## src/rtl/pc_gen_unit.sv

```systemverilog
// Fetch program-counter generator: sequential advance, branch/exception/eret
// redirects, stall-time redirect buffering, fetch-address check and redirect counter.
module pc_gen_unit #(
   parameter int unsigned     WIDTH    = 32,
   parameter logic [WIDTH-1:0] RESET_PC = 32'h0000_3000,
   parameter logic [WIDTH-1:0] EXC_PC   = 32'h0000_4180,
   parameter logic [WIDTH-1:0] IMEM_LO  = 32'h0000_3000,
   parameter logic [WIDTH-1:0] IMEM_HI  = 32'h0000_6FFF,
   parameter int unsigned     STEP     = 4
) (
   input  logic             clk,
   input  logic             reset,
   input  logic             en,
   input  logic             br_valid,
   input  logic [WIDTH-1:0] br_target,
   input  logic             exc_req,
   input  logic             eret_req,
   input  logic [WIDTH-1:0] epc,
   output logic [WIDTH-1:0] pc,
   output logic             pend,
   output logic             adel,
   output logic [15:0]      redir_cnt
);

   localparam int unsigned CNT_W = 16;

   // Declaration values make pre-reset simulation state match the reset state.
   logic [WIDTH-1:0] pc_q   = RESET_PC;
   logic [WIDTH-1:0] pc_d;
   logic             pend_q = 1'b0;
   logic             pend_d;
   logic [WIDTH-1:0] ptgt_q = '0;
   logic [WIDTH-1:0] ptgt_d;
   logic [CNT_W-1:0] cnt_q  = '0;
   logic [CNT_W-1:0] cnt_d;

   // Priority-ordered next-state selection; exactly one action per edge.
   always_comb begin
      pc_d   = pc_q;
      pend_d = pend_q;
      ptgt_d = ptgt_q;
      cnt_d  = cnt_q;
      if (exc_req) begin
         pc_d   = EXC_PC;
         pend_d = 1'b0;
         cnt_d  = cnt_q + CNT_W'(1);
      end else if (eret_req) begin
         pc_d   = epc;
         pend_d = 1'b0;
         cnt_d  = cnt_q + CNT_W'(1);
      end else if (br_valid && en) begin
         pc_d   = br_target;
         pend_d = 1'b0;
         cnt_d  = cnt_q + CNT_W'(1);
      end else if (br_valid) begin
         // Stalled redirect: buffer it, latest request wins.
         pend_d = 1'b1;
         ptgt_d = br_target;
      end else if (pend_q && en) begin
         pc_d   = ptgt_q;
         pend_d = 1'b0;
         cnt_d  = cnt_q + CNT_W'(1);
      end else if (en) begin
         pc_d   = pc_q + WIDTH'(STEP);
      end
   end

   always_ff @(posedge clk) begin
      if (reset) begin
         pc_q   <= RESET_PC;
         pend_q <= 1'b0;
         ptgt_q <= '0;
         cnt_q  <= '0;
      end else begin
         pc_q   <= pc_d;
         pend_q <= pend_d;
         ptgt_q <= ptgt_d;
         cnt_q  <= cnt_d;
      end
   end

   assign pc        = pc_q;
   assign pend      = pend_q;
   assign redir_cnt = cnt_q;
   assign adel      = (pc_q[1:0] != 2'b00) || (pc_q < IMEM_LO) || (pc_q > IMEM_HI);

endmodule
```

## config.mk

```make
export PLATFORM = sky130hd
export DESIGN_NAME = pc_gen_unit
export DESIGN_NICKNAME = d
export VERILOG_FILES = /design/src/rtl/pc_gen_unit.sv
export SDC_FILE = /design/constraint.sdc
export NUM_CORES = 1
export LEC_CHECK = 0
export ABC_AREA = 1
export CAP_MARGIN = 20
export CORE_MARGIN = 2
export CORE_UTILIZATION = 50
export CTS_BUF_LIST = sky130_fd_sc_hd__clkbuf_16
export CTS_CLUSTER_DIAMETER = 50
export DETAILED_ROUTE_END_ITERATION = 10
export PLACE_DENSITY_LB_ADDON = 0.1
export SYNTH_ARGS = -nofsm -noshare
export SYNTH_HDL_FRONTEND = slang
export SYNTH_SLANG_ARGS = --single-unit
```

## constraint.sdc

```tcl
create_clock -name clk -period 2.3 [get_ports clk]
set_input_delay 0.575 -clock clk [delete_from_list [all_inputs] [get_ports clk]]
set_output_delay 0.575 -clock clk [all_outputs]
set_load 0.05 [all_outputs]
```

## Word-level counts from Yosys, hierarchy flattened

Index checks and enable logic that the tools add are counted.

| word-level totals | value |
|---|---|
| input bits | 70 |
| word-level logic and storage cells | 42 |
| register bits after elaboration | 81 |
| output and inout port bits | 50 |

| operators by class | value |
|---|---|
| add/subtract/negate cells | 2 |
| $lt $le $gt $ge | 2 |
| eq/ne operators | 2 |
| bitwise gates (word level) | 3 |
| reduce and logical (&&, ||, !) cells | 15 |
| multiplexer cells | 13 |

Operators with widths:

| cell | number |
|---|---|
| $mux 32 | 5 |
| $mux 16 | 5 |
| $add 32x3->32 const B | 1 |
| $gt 32x15->1 const B | 1 |
| $lt 32x14->1 const B | 1 |
| $add 16x1->16 const B | 1 |
| $mux 15 | 1 |
| $reduce_bool 4->1 | 2 |
| $reduce_and 2->1 | 3 |
| $reduce_bool 5->1 | 1 |
| $ne 4x1->1 const B | 1 |
| $reduce_and 4->1 | 1 |
| $reduce_bool 2->1 | 2 |
| $reduce_or 4->1 | 1 |
| $ne 3x1->1 const B | 1 |
| $not 1->1 | 3 |
| $logic_and 1x1->1 | 2 |
| $logic_or 1x1->1 | 2 |
| $mux 1 | 2 |
| $reduce_or 2->1 | 1 |

## Logic depth before layout (Yosys ltp)

| depth | value |
|---|---|
| word-level depth | 7 |
| mapped depth | 12 |
| depth with buffers taken out | 12 |

## Worst setup path before layout

Ideal clock, no wire load.

| timing path | value |
|---|---|
| path kind | register -> output |
| from | register pc_q[13] (netlist: pc[13]) |
| to | output port adel |
| path slack | 38 ps |
| required time | 1725 ps |
| stages on the path, launching flop included | 6 |
| arrival time | 1687 ps |
| buffers on the path | 0 |
| cells stage by stage | dfxtp_1 nand2_1 inv_1 o2111ai_1 a21oi_1 nand4_1 |

| on the way | value |
|---|---|
| cells in the longest elaborated chain, start to end | 3 |
| elaborated cells between the ends (all ways) | 4 |
| those cells by class | order compare (2); reduce/logical (2) |

RTL lines:

| element | line | text |
|---|---|---|
| from (decl) | 28 | `logic [WIDTH-1:0] pc_q = RESET_PC;` |
| from (signal assigned) | 75 | `pc_q <= pc_d;` |
| $lt 32x14->1 | 85 | `assign adel = (pc_q[1:0] != 2'b00) \|\| (pc_q < IMEM_LO) \|\| (pc_q > IMEM_HI);` |
| $logic_or 1x1->1 | 85 |  |
| $logic_or 1x1->1 * | 85 |  |
| to (decl) | 21 | `output logic adel,` |

Every way passes the cells marked *; elsewhere a longest branch is shown, timed or not.

## Worst setup path in the final report

| timing path | value |
|---|---|
| from | register pc_q[9] (netlist: pc[9]) |
| to | output port pc[9] |

RTL lines:

| element | line | text |
|---|---|---|
| to (decl) | 19 | `output logic [WIDTH-1:0] pc,` |

No word-level cell between the ends.

==> results by group <==
Drt
  – Vias per cell: 5.41
  – Residual DRC: 0
  – WL/cell: about 16 um
  – Post-route ant nets: 0
  – Starting DRT DRC Count: 443
  – Vias: 5913
  – DR pass1 iterations: 5
  – DRT Wirelength: 17.3 mm

Place
  – GPL Wtd Cong: 0.973
  – Buffers on Ports: between 100 and 150
  – Dpl hpwl: 13.3 mm
  – Dpl cells: about 1100

Cells and area
  – Ant diodes: 0
  – Synth-to-Final Area Change: 35.4%
  – Layout cells sized above 1: 0.0740
  – Nets: 1027
  – Final Non-Filler Cells: 1093
  – Commonest non-fill, non-tap cell in the layout: nand2_1
  – Most frequent cells in the layout: 229 x nand2_1, 138 x nor2_1, 113 x clkdlybuf4s50_1

Worst setup path
  – Worst Setup End Kind: output port
  – Nature of the critical path startpoint: register
  – WP data arrival: 1.72 ns
  – Crit path required time: 1.73 ns
  – Worst Path Max Fanout: 5
  – Critical path's slowest cell: clkdlybuf4s50_1
  – Crit path cell chain: clkdlybuf4s50_1
  – Critical path buffer and inverter count: 1
  – Type of the worst setup path: reg2out
  – CP delay by family, top: buffers and inverters
  – Reg2reg setup slack: 0.25 ns
  – CP max stage delay: 0.88 ns

Synth
  – Synth cell types: 36
  – Synth Flop Type: dfxtp_1
  – Synthesized area: 0.00494 mm2
  – Sequential-to-total area share from yosys stat: 0.328
  – Avg Inst Size Synth: about 6 um2
  – FF+latch count, synth: between 80 and 90
  – Post-synth EDFFs: 0
  – Ys async rst share: 0
  – Post-Syn Instances: 827
  – Synthesis warning total: 0
  – Syn_nets: 899

CTS
  – Later-pin clock latency in the skew report: 0.35 ns
  – Longest Clk Path Bufs: 2
  – Clock Tree Root: clkbuf_16
  – Htree depth: 3
  – TritonCTS clock tree: built
  – Reg clk slew, reported paths: 0.06 ns
  – Clock Sinks: around 80
  – Hold Buf Count CTS: 0
  – Number of CTS-inserted buffers: 9

Global route
  – Largest net degree at the start of global routing: 50
  – First-pass GRT wire length: 27.2 mm
  – GRT overflow: 0
  – GRT Total Usage: 0.333
  – Initial antenna violation count: 0
  – Vias in the first global route: 5444

STA
  – Hold Fails Final Rpt: 0
  – Slew margin rel.: 0.651
  – Worst-Margin Slew: 0.522 ns
  – Final Critical Period: between 2 and 2.5 ns
  – Final setup fails: 0
  – RSZ-0062 raised after global routing: no
  – Clock Skew: 0.00668 ns
  – Fin crit share: 0.999
  – Final setup TNS: 0 ns
  – Max Fclk: 0.435 GHz
  – Max Slew Vio Count: 0

Die
  – Die ar.: 0.0107 mm2
  – Die H: 103 um
  – Row count: 36
  – Chip width: 103 um
  – Core Footprint: 0.00968 mm2
  – Ports: between 100 and 150
  – Initial core utilization: 0.511

Pwr
  – Cell Pwr Density: 537 mW/mm2
  – Peak VDD IR: roughly 0.55 mV
  – Leakage: 2.73 nW

Status
  – Status: complete, no violations

Run
  – # Max-Cap Violations: 0

Worst hold path
  – Hold crit path type: reg2reg
-- power by group --
group	total [W]	internal (W)	switching, W	leakage (nW)
sequential	0.00153	0.00146	0.0000692	0.660
clock	0.00131	0.000720	0.000594	0.142
combinational	0.000753	0.000309	0.000444	1.93
total	0.00359	0.00249	0.00111	2.73
-- per-stage QoR --
stage                     setup WS, ns  power (W)  hold WS, ns  instance area, um2   util
final                          0.00305    0.00359        0.454                6700  0.691
after detailed placement        -0.101    0.00230        0.444                6420  0.663
after CTS                      0.00579    0.00360        0.453                6680  0.690
after global routing           0.00146    0.00373        0.480                6700  0.691
after floorplan                 0.0384    0.00195        0.425                4940      -
after global placement         -0.0583    0.00228        0.440                6420  0.663
-- worst min-delay path: stages, from the launching register on --
cell and delay, ns:
dfxtp_1 0.30, inv_1 0.06, a21oi_1 0.05
-- area by class of cell --
class                   instances  area [um2]
multi-input cells             624        2840
clock buffers                   9         225
well taps                     133         166
fillers                       873        2990
repair buffers                154        1490
flip-flops and latches         81        1620
clock inverters                 7        40.0
inverters                      85         319
-- sequential cells by signal, indices dropped and copies added, names as in the netlist, named ones only --
register	cells
pc	30
pend	1
ptgt_q	32
redir_cnt	16
-- cells in the mapped netlist, types with 5 or more instances --
cell | instances | share of area
nand4_1 | 5 | 0.0063
xnor2_1 | 7 | 0.012
inv_1 | 81 | 0.061
nor3_1 | 11 | 0.011
nand2_1 | 230 | 0.17
nand3_1 | 43 | 0.044
o21ai_0 | 62 | 0.063
nor2_2 | 6 | 0.0076
nor2_1 | 138 | 0.10
buf_2 | 10 | 0.010
clkbuf_1 | 22 | 0.017
dfxtp_1 | 81 | 0.33
a21oi_1 | 82 | 0.083
a31oi_1 | 5 | 0.0063
-- metal layers --
layer / vias to the layer above / track usage / share of wire
met5: - / 0 / 0
met4: 0 / 0.0941 / 0.018
met3: 26 / 0.0813 / 0.095
met2: 281 / 0.517 / 0.45
met1: 2694 / 0.462 / 0.44
li1: 2912 / - / -
-- worst paths after layout --
check / start / endpoint / cells after the start
worst max-delay path: pc[9] / pc[9] / 1
worst min register to register: ptgt_q[16] / ptgt_q[16] / 2
worst max register to register: pc[2] / pc[14] / 10
worst min-delay path: ptgt_q[16] / ptgt_q[16] / 2
-- kinds of logic after synthesis --
family,count (synthesis),synth area share
simple gates,447,0.374
compound gates,165,0.177
buf+inv,122,0.0989
flops,81,0.328
xor+xnor,10,0.0177
fa+ha+maj,2,0.00506
-- timing repair --
item / CTS / global route
hold endpoints to repair: 0 / 0
endpoints found under the setup margin: 3 / 5
setup buffers: 0 / 0
pin swaps: 0 / 0
gates resized for setup: 2 / 5
Power figures use the tool's default switching activity.
